## config.mk

```make
export PLATFORM = sky130hd
export DESIGN_NAME = data_reader
export DESIGN_NICKNAME = d
export VERILOG_FILES = /design/src/rtl/data_reader.sv
export SDC_FILE = /design/constraint.sdc
export NUM_CORES = 1
export LEC_CHECK = 0
export BUFFER_PORTS_ARGS = -buffer_cell sky130_fd_sc_hd__buf_2
export CAP_MARGIN = 20
export CORE_UTILIZATION = 35
export DETAILED_ROUTE_END_ITERATION = 8
export PLACE_DENSITY = 0.61
export SLEW_MARGIN = 15
export SYNTH_ARGS = -nofsm -noshare
export SYNTH_HDL_FRONTEND = slang
export SYNTH_SLANG_ARGS = --single-unit
```

## constraint.sdc

```tcl
create_clock -name clock -period 6.5 [get_ports clock]
set_input_delay 1.3 -clock clock [delete_from_list [all_inputs] [get_ports clock]]
set_output_delay 1.3 -clock clock [all_outputs]
set_load 0.01 [all_outputs]
```

## src/rtl/data_reader.sv

```systemverilog
// Read-side sequencer: walks buffer slots 0..length-1 through a 1-cycle synchronous read
// and hands each entry to the cipher stage over valid/ready. DATA_READER_REVERSE_EN reads descending.
module data_reader #(
   parameter int DATA_W = 8,
   parameter int ADDR_W = 5
) (
   input  logic              clock,
   input  logic              reset,
   input  logic              start,
   input  logic [ADDR_W-1:0] length,
   output logic              rd_en,
   output logic [ADDR_W-1:0] rd_addr,
   input  logic [DATA_W-1:0] rd_data,
   output logic [DATA_W-1:0] out_data,
   output logic              out_valid,
   input  logic              out_ready,
   output logic              out_last,
   output logic              busy,
   output logic              done
);

   typedef enum logic [2:0] {
      IDLE    = 3'd0,
      FETCH   = 3'd1,
      CAPTURE = 3'd2,
      PRESENT = 3'd3,
      DONE    = 3'd4
   } state_t;

   localparam logic [ADDR_W-1:0] ONE = ADDR_W'(1);

   state_t            state, state_nxt;
   logic [ADDR_W-1:0] idx, idx_nxt;
   logic [ADDR_W-1:0] len_q, len_nxt;
   logic              is_last;

`ifdef DATA_READER_REVERSE_EN
   assign is_last = (idx == '0);
`else
   assign is_last = (idx == len_q - ONE);
`endif

   always_ff @(posedge clock) begin
      if (reset) begin
         state    <= IDLE;
         idx      <= '0;
         len_q    <= '0;
         out_data <= '0;
      end else begin
         state <= state_nxt;
         idx   <= idx_nxt;
         len_q <= len_nxt;
         // read data arrives the cycle after the FETCH strobe
         if (state == CAPTURE) out_data <= rd_data;
      end
   end

   always_comb begin
      state_nxt = state;
      idx_nxt   = idx;
      len_nxt   = len_q;
      case (state)
         IDLE: begin
            if (start) begin
               len_nxt = length;
`ifdef DATA_READER_REVERSE_EN
               idx_nxt = length - ONE;
`else
               idx_nxt = '0;
`endif
               state_nxt = (length == '0) ? DONE : FETCH;
            end
         end
         FETCH:   state_nxt = CAPTURE;
         CAPTURE: state_nxt = PRESENT;
         PRESENT: begin
            if (out_ready) begin
               if (is_last) begin
                  state_nxt = DONE;
               end else begin
`ifdef DATA_READER_REVERSE_EN
                  idx_nxt = idx - ONE;
`else
                  idx_nxt = idx + ONE;
`endif
                  state_nxt = FETCH;
               end
            end
         end
         DONE:    state_nxt = IDLE;
         default: state_nxt = IDLE;
      endcase
   end

   // all outputs decode directly from registered state
   assign rd_en     = (state == FETCH);
   assign rd_addr   = idx;
   assign out_valid = (state == PRESENT);
   assign out_last  = (state == PRESENT) && is_last;
   assign busy      = (state != IDLE);
   assign done      = (state == DONE);

endmodule

```

# After elaboration in Yosys (flattened, before gate mapping)
# Cells that the tools add are included.
[word_totals]
in_bits = 17
elab_cells = 31
output_inout_bits = 18
ff_bits = 21
[op_classes]
reduce_logical = 8
eq_ne = 8
addsub = 2
mux = 9
[ops]
columns = ["operator", "count"]
rows = [
  ["$mux W5", 3],
  ["$mux W3", 4],
  ["$pmux W3 S4", 1],
  ["$pmux W5 S2", 1],
  ["$eq A3 B2 Y1 const B", 2],
  ["$add A5 B1 Y5 const B", 1],
  ["$eq A5 B5 Y1", 1],
  ["$logic_not A5 Y1", 1],
  ["$sub A5 B1 Y5 const B", 1],
  ["$ne A2 B2 Y1 const B", 2],
  ["$reduce_and A2 Y1", 2],
  ["$reduce_and A4 Y1", 1],
  ["$eq A3 B1 Y1 const B", 1],
  ["$eq A3 B3 Y1 const B", 1],
  ["$logic_not A3 Y1", 1],
  ["$reduce_bool A3 Y1", 1],
  ["$ne A2 B1 Y1 const B", 1],
  ["$reduce_bool A2 Y1", 1],
  ["$logic_and A1 B1 Y1", 1],
]

# Longest topological paths before layout
# Gate-level depths: netlist of run 1.
[logic_depth]
depth_word = 5
depth_mapped = 8
ltp_nobuf = 7

# Least setup slack after synthesis of run 1
# Ideal clock, no wire load.
[synth_timing]
kind = "register to output"
start = "register len_q[0]"
end = "output out_last"
path_slack_ps = 3481
arrival_ps = 1719
stages_incl_launch_ff = 8
path_buffers = 1
t_required_ps = 5200
path_cell_list = "dfxtp_1 > inv_1 > ha_1 > xnor2_1 > o2bb2ai_1 > a2111oi_0 > buf_2 > and2_1"
[synth_via]
elab_chain_len = 3
[synth_lines]
columns = ["element", "line", "text"]
rows = [
  ["start: declaration", "34", "logic [ADDR_W-1:0] len_q, len_nxt;"],
  ["start signal: assignment", "52", "len_q <= len_nxt;"],
  ["$sub A5 B1 Y5", "40", "assign is_last = (idx == len_q - ONE);"],
  ["$eq A5 B5 Y1", "40", ""],
  ["$logic_and A1 B1 Y1", "99", "assign out_last = (state == PRESENT) && is_last;"],
  ["end: declaration", "17", "output logic out_last,"],
]
# No other way between the ends.

# Worst setup path after layout of run 1
# Same ends and word-level chain as after synthesis.

==> flow_metrics.env, run 1 <==
export IMPL_synth_edf_count=0
export IMPL_synth_distinct_cells=33
export IMPL_drt_met1_wl_mm=1.011
export IMPL_die_y_um=56.70
export IMPL_clk_latency_ns=0.30
export IMPL_clk_pin_slew_ns=0.11
export IMPL_syn_inst=120
export IMPL_ctsHoldBuffers=0
export IMPL_r2r_start="len_q[0]"
export IMPL_seq_area_frac_synth_pct=40.14
export IMPL_synth_area_top_cells="dfxtp_1, mux2i_1, nor2_1, nor3b_1, xnor2_1"
export IMPL_grt_pass1_wl_mm=3.870
export IMPL_syn_mean_instance_area_um2=8.727
export IMPL_cts_resized=0
export IMPL_final_util_pct=44.87
export IMPL_holdPathStages=2
export IMPL_gr_usage_all_layers_pct=15.41
export IMPL_cp_arrival_ns=2.18
export IMPL_failed_checks="design-rule violations"
export IMPL_clockRootBuffer="clkbuf_4"
export IMPL_grt_overflow_total=0
export IMPL_rsz0062_at_grt="false"
export IMPL_io_pins=35
export IMPL_synthesis_area_um2=1047
export IMPL_crit_type="reg -> out"
export IMPL_cts_made_buffers=3
export IMPL_slew_headroom_pct=45.37
export IMPL_ant_nets=0
export IMPL_core_area_um2=2805
export IMPL_fin_setup_tns_ns=0
export IMPL_drc=2
export IMPL_finalHoldViolCount=0
export IMPL_final_setup_viol_count=0
export IMPL_cts_htree_levels=1
export IMPL_io_buffers=34
export IMPL_synthArstFlopShare_pct=0
export IMPL_grt_pass1_vias=884
export IMPL_nets=171
export IMPL_grt_antenna_before_repair=0
export IMPL_tritoncts="built"
export IMPL_post_route_min_period_ns=3.479
export IMPL_final_cell_mix="buf_2, nor2_1, dfxtp_1, mux2i_1, nor3b_1"
export IMPL_synth_fp_nets=139
export IMPL_ir_worst_vdd_mv=0.1218
export IMPL_p_leak_nw=0.5558
export IMPL_wirelength_mm=2.226
export IMPL_yosys_warnings=0
export IMPL_gp_congestion=0.7582
export IMPL_drtIter0Drc=20
export IMPL_synthFlopType="dfxtp_1"
export IMPL_viasPerCell=5.264
export IMPL_wl_per_cell_um=12.23
export IMPL_fp_row_count=19
export IMPL_routed_top_layer="met4"
export IMPL_finalCritPeriodShare_pct=53.52
export IMPL_cts_setup_buffers=0
export IMPL_synth_top_area_share_pct=40.14
export IMPL_synth_seq_cells=21
export IMPL_clock_path_buffers=2
export IMPL_cp_start_kind="flip-flop"
export IMPL_drive_gt1_share_pct=26.49
export IMPL_areaGrowthSynthToFinish_pct=20.19
export IMPL_fin_skew_ns=0.009935
export IMPL_start_util_pct=37.33
export IMPL_hpwl_mm=1.689
export IMPL_maxCapViolCount=0
export IMPL_hp_class="reg -> reg"
export IMPL_cp_end_kind="primary output"
export IMPL_die_area_um2=3215
export IMPL_powerDensity_nw_per_um2=245.1
export IMPL_worstPathMaxFanout=11
export IMPL_tightest_slew_ns=0.8159
export IMPL_synth_area_leader_cell="dfxtp_1"
export IMPL_wl_met2_mm=1.107
export IMPL_grt_max_degree=23
export IMPL_status="finished with violations"
export IMPL_drv_slew=0
export IMPL_clock_sinks=21
export IMPL_final_common_cell="buf_2"
export IMPL_reg2reg_depth=8
export IMPL_drt_pass1_iterations=6
export IMPL_rrSetupSlack_ns=4.49
export IMPL_min_delay_start="out_data[7]"
export IMPL_min_delay_worst_endpoint="out_data[7]"
export IMPL_dr_total_vias=958
export IMPL_r2r_end="rd_addr[3]"
export IMPL_critPathRequiredTime_ns=5.20
export IMPL_max_freq_mhz=287.5
export IMPL_die_w_um=56.70
export IMPL_n_antenna_cell=0
export IMPL_wl_met3_um=99
## kinds of logic after synthesis
kind of cell	share of synthesized area, %
AND/OR/NAND/NOR	23.18
flip-flops	40.14
multiplexers	11.47
buffers and inverters	4.659
XOR/XNOR	5.018
adder cells (fa/ha/maj)	2.389
AO/OA/AOI/OAI	13.14
## synth_stat cells (2+ instances only)
cell type	number
nor2_1	23
dfxtp_1	21
mux2i_1	12
nor3b_1	6
nor3_1	4
o31ai_1	4
xnor2_1	4
a21oi_1	3
buf_2	3
clkbuf_1	3
inv_1	3
o21ai_0	3
or4_1	3
a21boi_1	2
a31oi_1	2
and2_1	2
and3_1	2
ha_1	2
nand2_1	2
nand3_1	2
xor2_1	2
## worst max path at each step
stage                        start       end  slack [ns]  cells past startpoint
after detailed placement  len_q[0]  out_last        3.35                      8
after floorplan           len_q[0]  out_last        3.48                      7
after global placement    len_q[0]  out_last        3.42                      8
final                     len_q[0]  out_last        3.02                      8
after CTS                 len_q[0]  out_last        3.01                      8
after global routing      len_q[0]  out_last        2.83                      8
## power by group
part | switching [W] | internal (W)
clock network | 0.0000389 | 0.0000239
logic | 0.0000477 | 0.0000428
registers | 0.0000134 | 0.000142
total | 0.000100 | 0.000209
## sequential cells by signal, indices dropped and copies added (netlist names)
| register | count |
|---|---|
| out_data | 8 |
| rd_addr | 5 |
| state | 3 |
| len_q | 5 |
## through the flow
stage | std cells | cell area, um2 | hold WS (ns) | power, W | worst slack [ns]
2_1_floorplan | 120 | 1047 | 0.4821 | 0.0002225 | 3.481
3_3_place_gp | 178 | 1232 | 0.4697 | 0.0002470 | 3.420
3_5_place_dp | 178 | 1232 | 0.4793 | 0.0002495 | 3.353
4_1_cts | 182 | 1259 | 0.5129 | 0.0003137 | 3.006
5_1_grt | 182 | 1259 | 0.5429 | 0.0003311 | 2.829
6_report | 182 | 1259 | 0.5038 | 0.0003085 | 3.021
## critical path: stages (launching register included)
cell	delay, ns
dfxtp_1	0.38
inv_1	0.07
ha_1	0.25
xnor2_1	0.14
o2bb2ai_1	0.13
a2111oi_1	0.40
buf_4	0.24
and2_1	0.15
buf_2	0.13
## layout make-up
class,instances,area [um2]
clock buffer,4,26.28
fill,289,1546
inverter,3,11.26
multi-input combinational,88,584.3
sequential,21,420.4
tap,31,38.79
timing repair buffer,35,177.7
## per-layer routing
layer	vias to the layer above	global-route usage [%]
li1	485	-
met1	447	19.43
met2	24	26.02
met3	2	3.687
met4	0	4.286
met5	-	0
No activity file was read; power rests on OpenSTA's default activity.
==> inputs of run 2 (changes only) <==
Settings changed: PLACE_DENSITY 0.61 to 0.63.
Clock period 6.5 ns to 3.2 ns, I/O delays scaled along.
==> run 2 against run 1 <==
The run still ends with design-rule violations left; largest cell class unchanged; core utilization barely moved; sequential cell count did not move; design area barely moved; register-to-register slack got worse by 3.4 ns; critical path type unchanged; setup slack got worse by 2.6 ns; cell count did not move; die area did not move; combinational power rose by 110%; first-iteration DRC count rose by 25%; critical endpoint unchanged; non-clock buffer count did not move; routed wire length rose by 5.3%; sequential power rose by 100%.
==> flow_metrics.env, run 2 (synthesis results as in run 1) <==
export IMPL_ctsHoldBuffers=0
export IMPL_p_sw_share_pct=33.59
export IMPL_powerDensity_nw_per_um2=504.2
export IMPL_die_area_um2=3215
export IMPL_viasPerCell=5.291
export IMPL_cp_slowest_cell="a2111oi_1"
export IMPL_path_depth=7
export IMPL_finalCritPeriodShare_pct=87.43
export IMPL_die_y_um=56.70
export IMPL_drt_pass1_iterations=6
export IMPL_start_util_pct=37.33
export IMPL_cp_arrival_ns=2.16
export IMPL_grt_overflow_total=0
export IMPL_r2r_start="len_q[0]"
export IMPL_gp_congestion=0.7496
export IMPL_critPathRequiredTime_ns=2.56
export IMPL_crit_buf_inv=2
export IMPL_crit_type="reg -> out"
export IMPL_drt_met1_wl_mm=1.105
export IMPL_cts_htree_levels=1
export IMPL_clock_sinks=21
export IMPL_worstSetupStartpoint="len_q[0]"
export IMPL_io_pins=35
export IMPL_min_delay_start="out_data[3]"
export IMPL_tightest_slew_ns=0.8159
export IMPL_ant_nets=0
export IMPL_clk_pin_slew_ns=0.13
export IMPL_r2r_end="state[0]"
export IMPL_grt_max_degree=23
export IMPL_slowest_delay_ns=0.51
export IMPL_p_leak_nw=0.5585
export IMPL_hp_class="reg -> reg"
export IMPL_tritoncts="built"
export IMPL_switchingPower_w=0.0002134
export IMPL_grt_antenna_before_repair=0
export IMPL_wl_met2_mm=1.112
export IMPL_clock_path_buffers=2
export IMPL_wl_per_cell_um=12.87
export IMPL_combinationalPowerShare_pct=29.3
export IMPL_slew_headroom_pct=45.37
export IMPL_pwr_share_clk_pct=21.1
export IMPL_final_util_pct=44.92
export IMPL_max_freq_mhz=357.4
export IMPL_cts_made_buffers=3
export IMPL_nets=171
export IMPL_die_w_um=56.70
export IMPL_core_area_um2=2805
export IMPL_wirelength_mm=2.343
export IMPL_worstPathMaxFanout=4
export IMPL_drtIter0Drc=25
export IMPL_cts_setup_buffers=0
export IMPL_routed_top_layer="met4"
export IMPL_drv_slew=0
export IMPL_rsz0062_at_grt="false"
export IMPL_grt_pass1_wl_mm=4.119
export IMPL_critical_path_cell_chain="inv_1 -> ha_1 -> xnor2_1 -> o2bb2ai_1 -> a2111oi_1 -> and2_1 -> buf_2"
export IMPL_drive_gt1_share_pct=27.15
export IMPL_drc=4
export IMPL_place_worst_setup_slack_ns=0.7810
export IMPL_largest_register_ffs=8
export IMPL_fin_setup_tns_ns=0
export IMPL_failed_checks="design-rule violations"
export IMPL_final_setup_viol_count=0
export IMPL_clk_latency_ns=0.31
export IMPL_cp_start_kind="flip-flop"
export IMPL_status="finished with violations"
export IMPL_final_common_cell="buf_2"
export IMPL_clockRootBuffer="clkbuf_4"
export IMPL_finalHoldViolCount=0
export IMPL_areaGrowthSynthToFinish_pct=20.31
export IMPL_cts_resized=0
export IMPL_cp_end_kind="primary output"
export IMPL_setup_slack_ns=0.4022
export IMPL_fp_row_count=19
export IMPL_reg2reg_depth=8
export IMPL_maxCapViolCount=0
export IMPL_cp_top_family="compound AO/OA/AOI/OAI gates"
export IMPL_post_route_min_period_ns=2.798
export IMPL_holdPathStages=2
export IMPL_final_cell_mix="buf_2, nor2_1, dfxtp_1, mux2i_1, nor3b_1"
export IMPL_n_antenna_cell=0
export IMPL_grt_pass1_vias=951
export IMPL_regMostFlops="out_data"
export IMPL_fin_skew_ns=0.005432
export IMPL_hpwl_mm=1.751
export IMPL_p_seq_share_pct=49.6
export IMPL_p_int_w=0.0004219
export IMPL_gr_usage_all_layers_pct=16.08
export IMPL_rrSetupSlack_ns=1.07
export IMPL_whs_ns=0.5096
export IMPL_ir_worst_vdd_mv=0.3006
export IMPL_endpoint="out_last"
export IMPL_wl_met3_um=100
export IMPL_io_buffers=34
export IMPL_dr_total_vias=963
run 2: through the flow:
stage | power [W] | area [um2] | std cells
floorplan | 0.0004520 | 1047 | 120
global placement | 0.0005024 | 1232 | 178
detailed placement | 0.0005080 | 1232 | 178
CTS | 0.0006431 | 1260 | 182
global route | 0.0006794 | 1260 | 182
finish | 0.0006353 | 1260 | 182
run 2: area by class of cell:
class                   count  area, um2
fillers                   288       1545
multi-input cells          88      584.3
flip-flops and latches     21      420.4
repair buffers             35      177.7
well taps                  31      38.79
clock buffers               3      22.52
inverters                   3      11.26
clock inverters             1      5.005
run 2: power groups by stage:
stage / clock, W / combinational (W) / sequential, W
2_1_floorplan: 0 / 0.000131 / 0.000321
3_3_place_gp: 0 / 0.000183 / 0.000320
3_5_place_dp: 0 / 0.000187 / 0.000321
4_1_cts: 0.000140 / 0.000188 / 0.000315
5_1_grt: 0.000150 / 0.000210 / 0.000319
6_report: 0.000134 / 0.000186 / 0.000315
run 2: layer usage:
layer,global-route usage [%],up-vias
li1,-,485
met1,19.52,448
met2,27.72,26
met3,2.765,4
met4,6.786,0
met5,0,-
run 2: worst min path at each step:
stage	slack, ns	to
floorplan	0.48	len_q[4]
global placement	0.47	out_data[2]
detailed placement	0.48	out_data[6]
CTS	0.51	out_data[6]
global route	0.53	state[1]
finish	0.51	out_data[3]
run 2: tightest hold or removal path, cell delays in order, from the launching register on:
cell     delay (ns)
dfxtp_1        0.35
mux2i_1        0.07
nor2_1         0.07
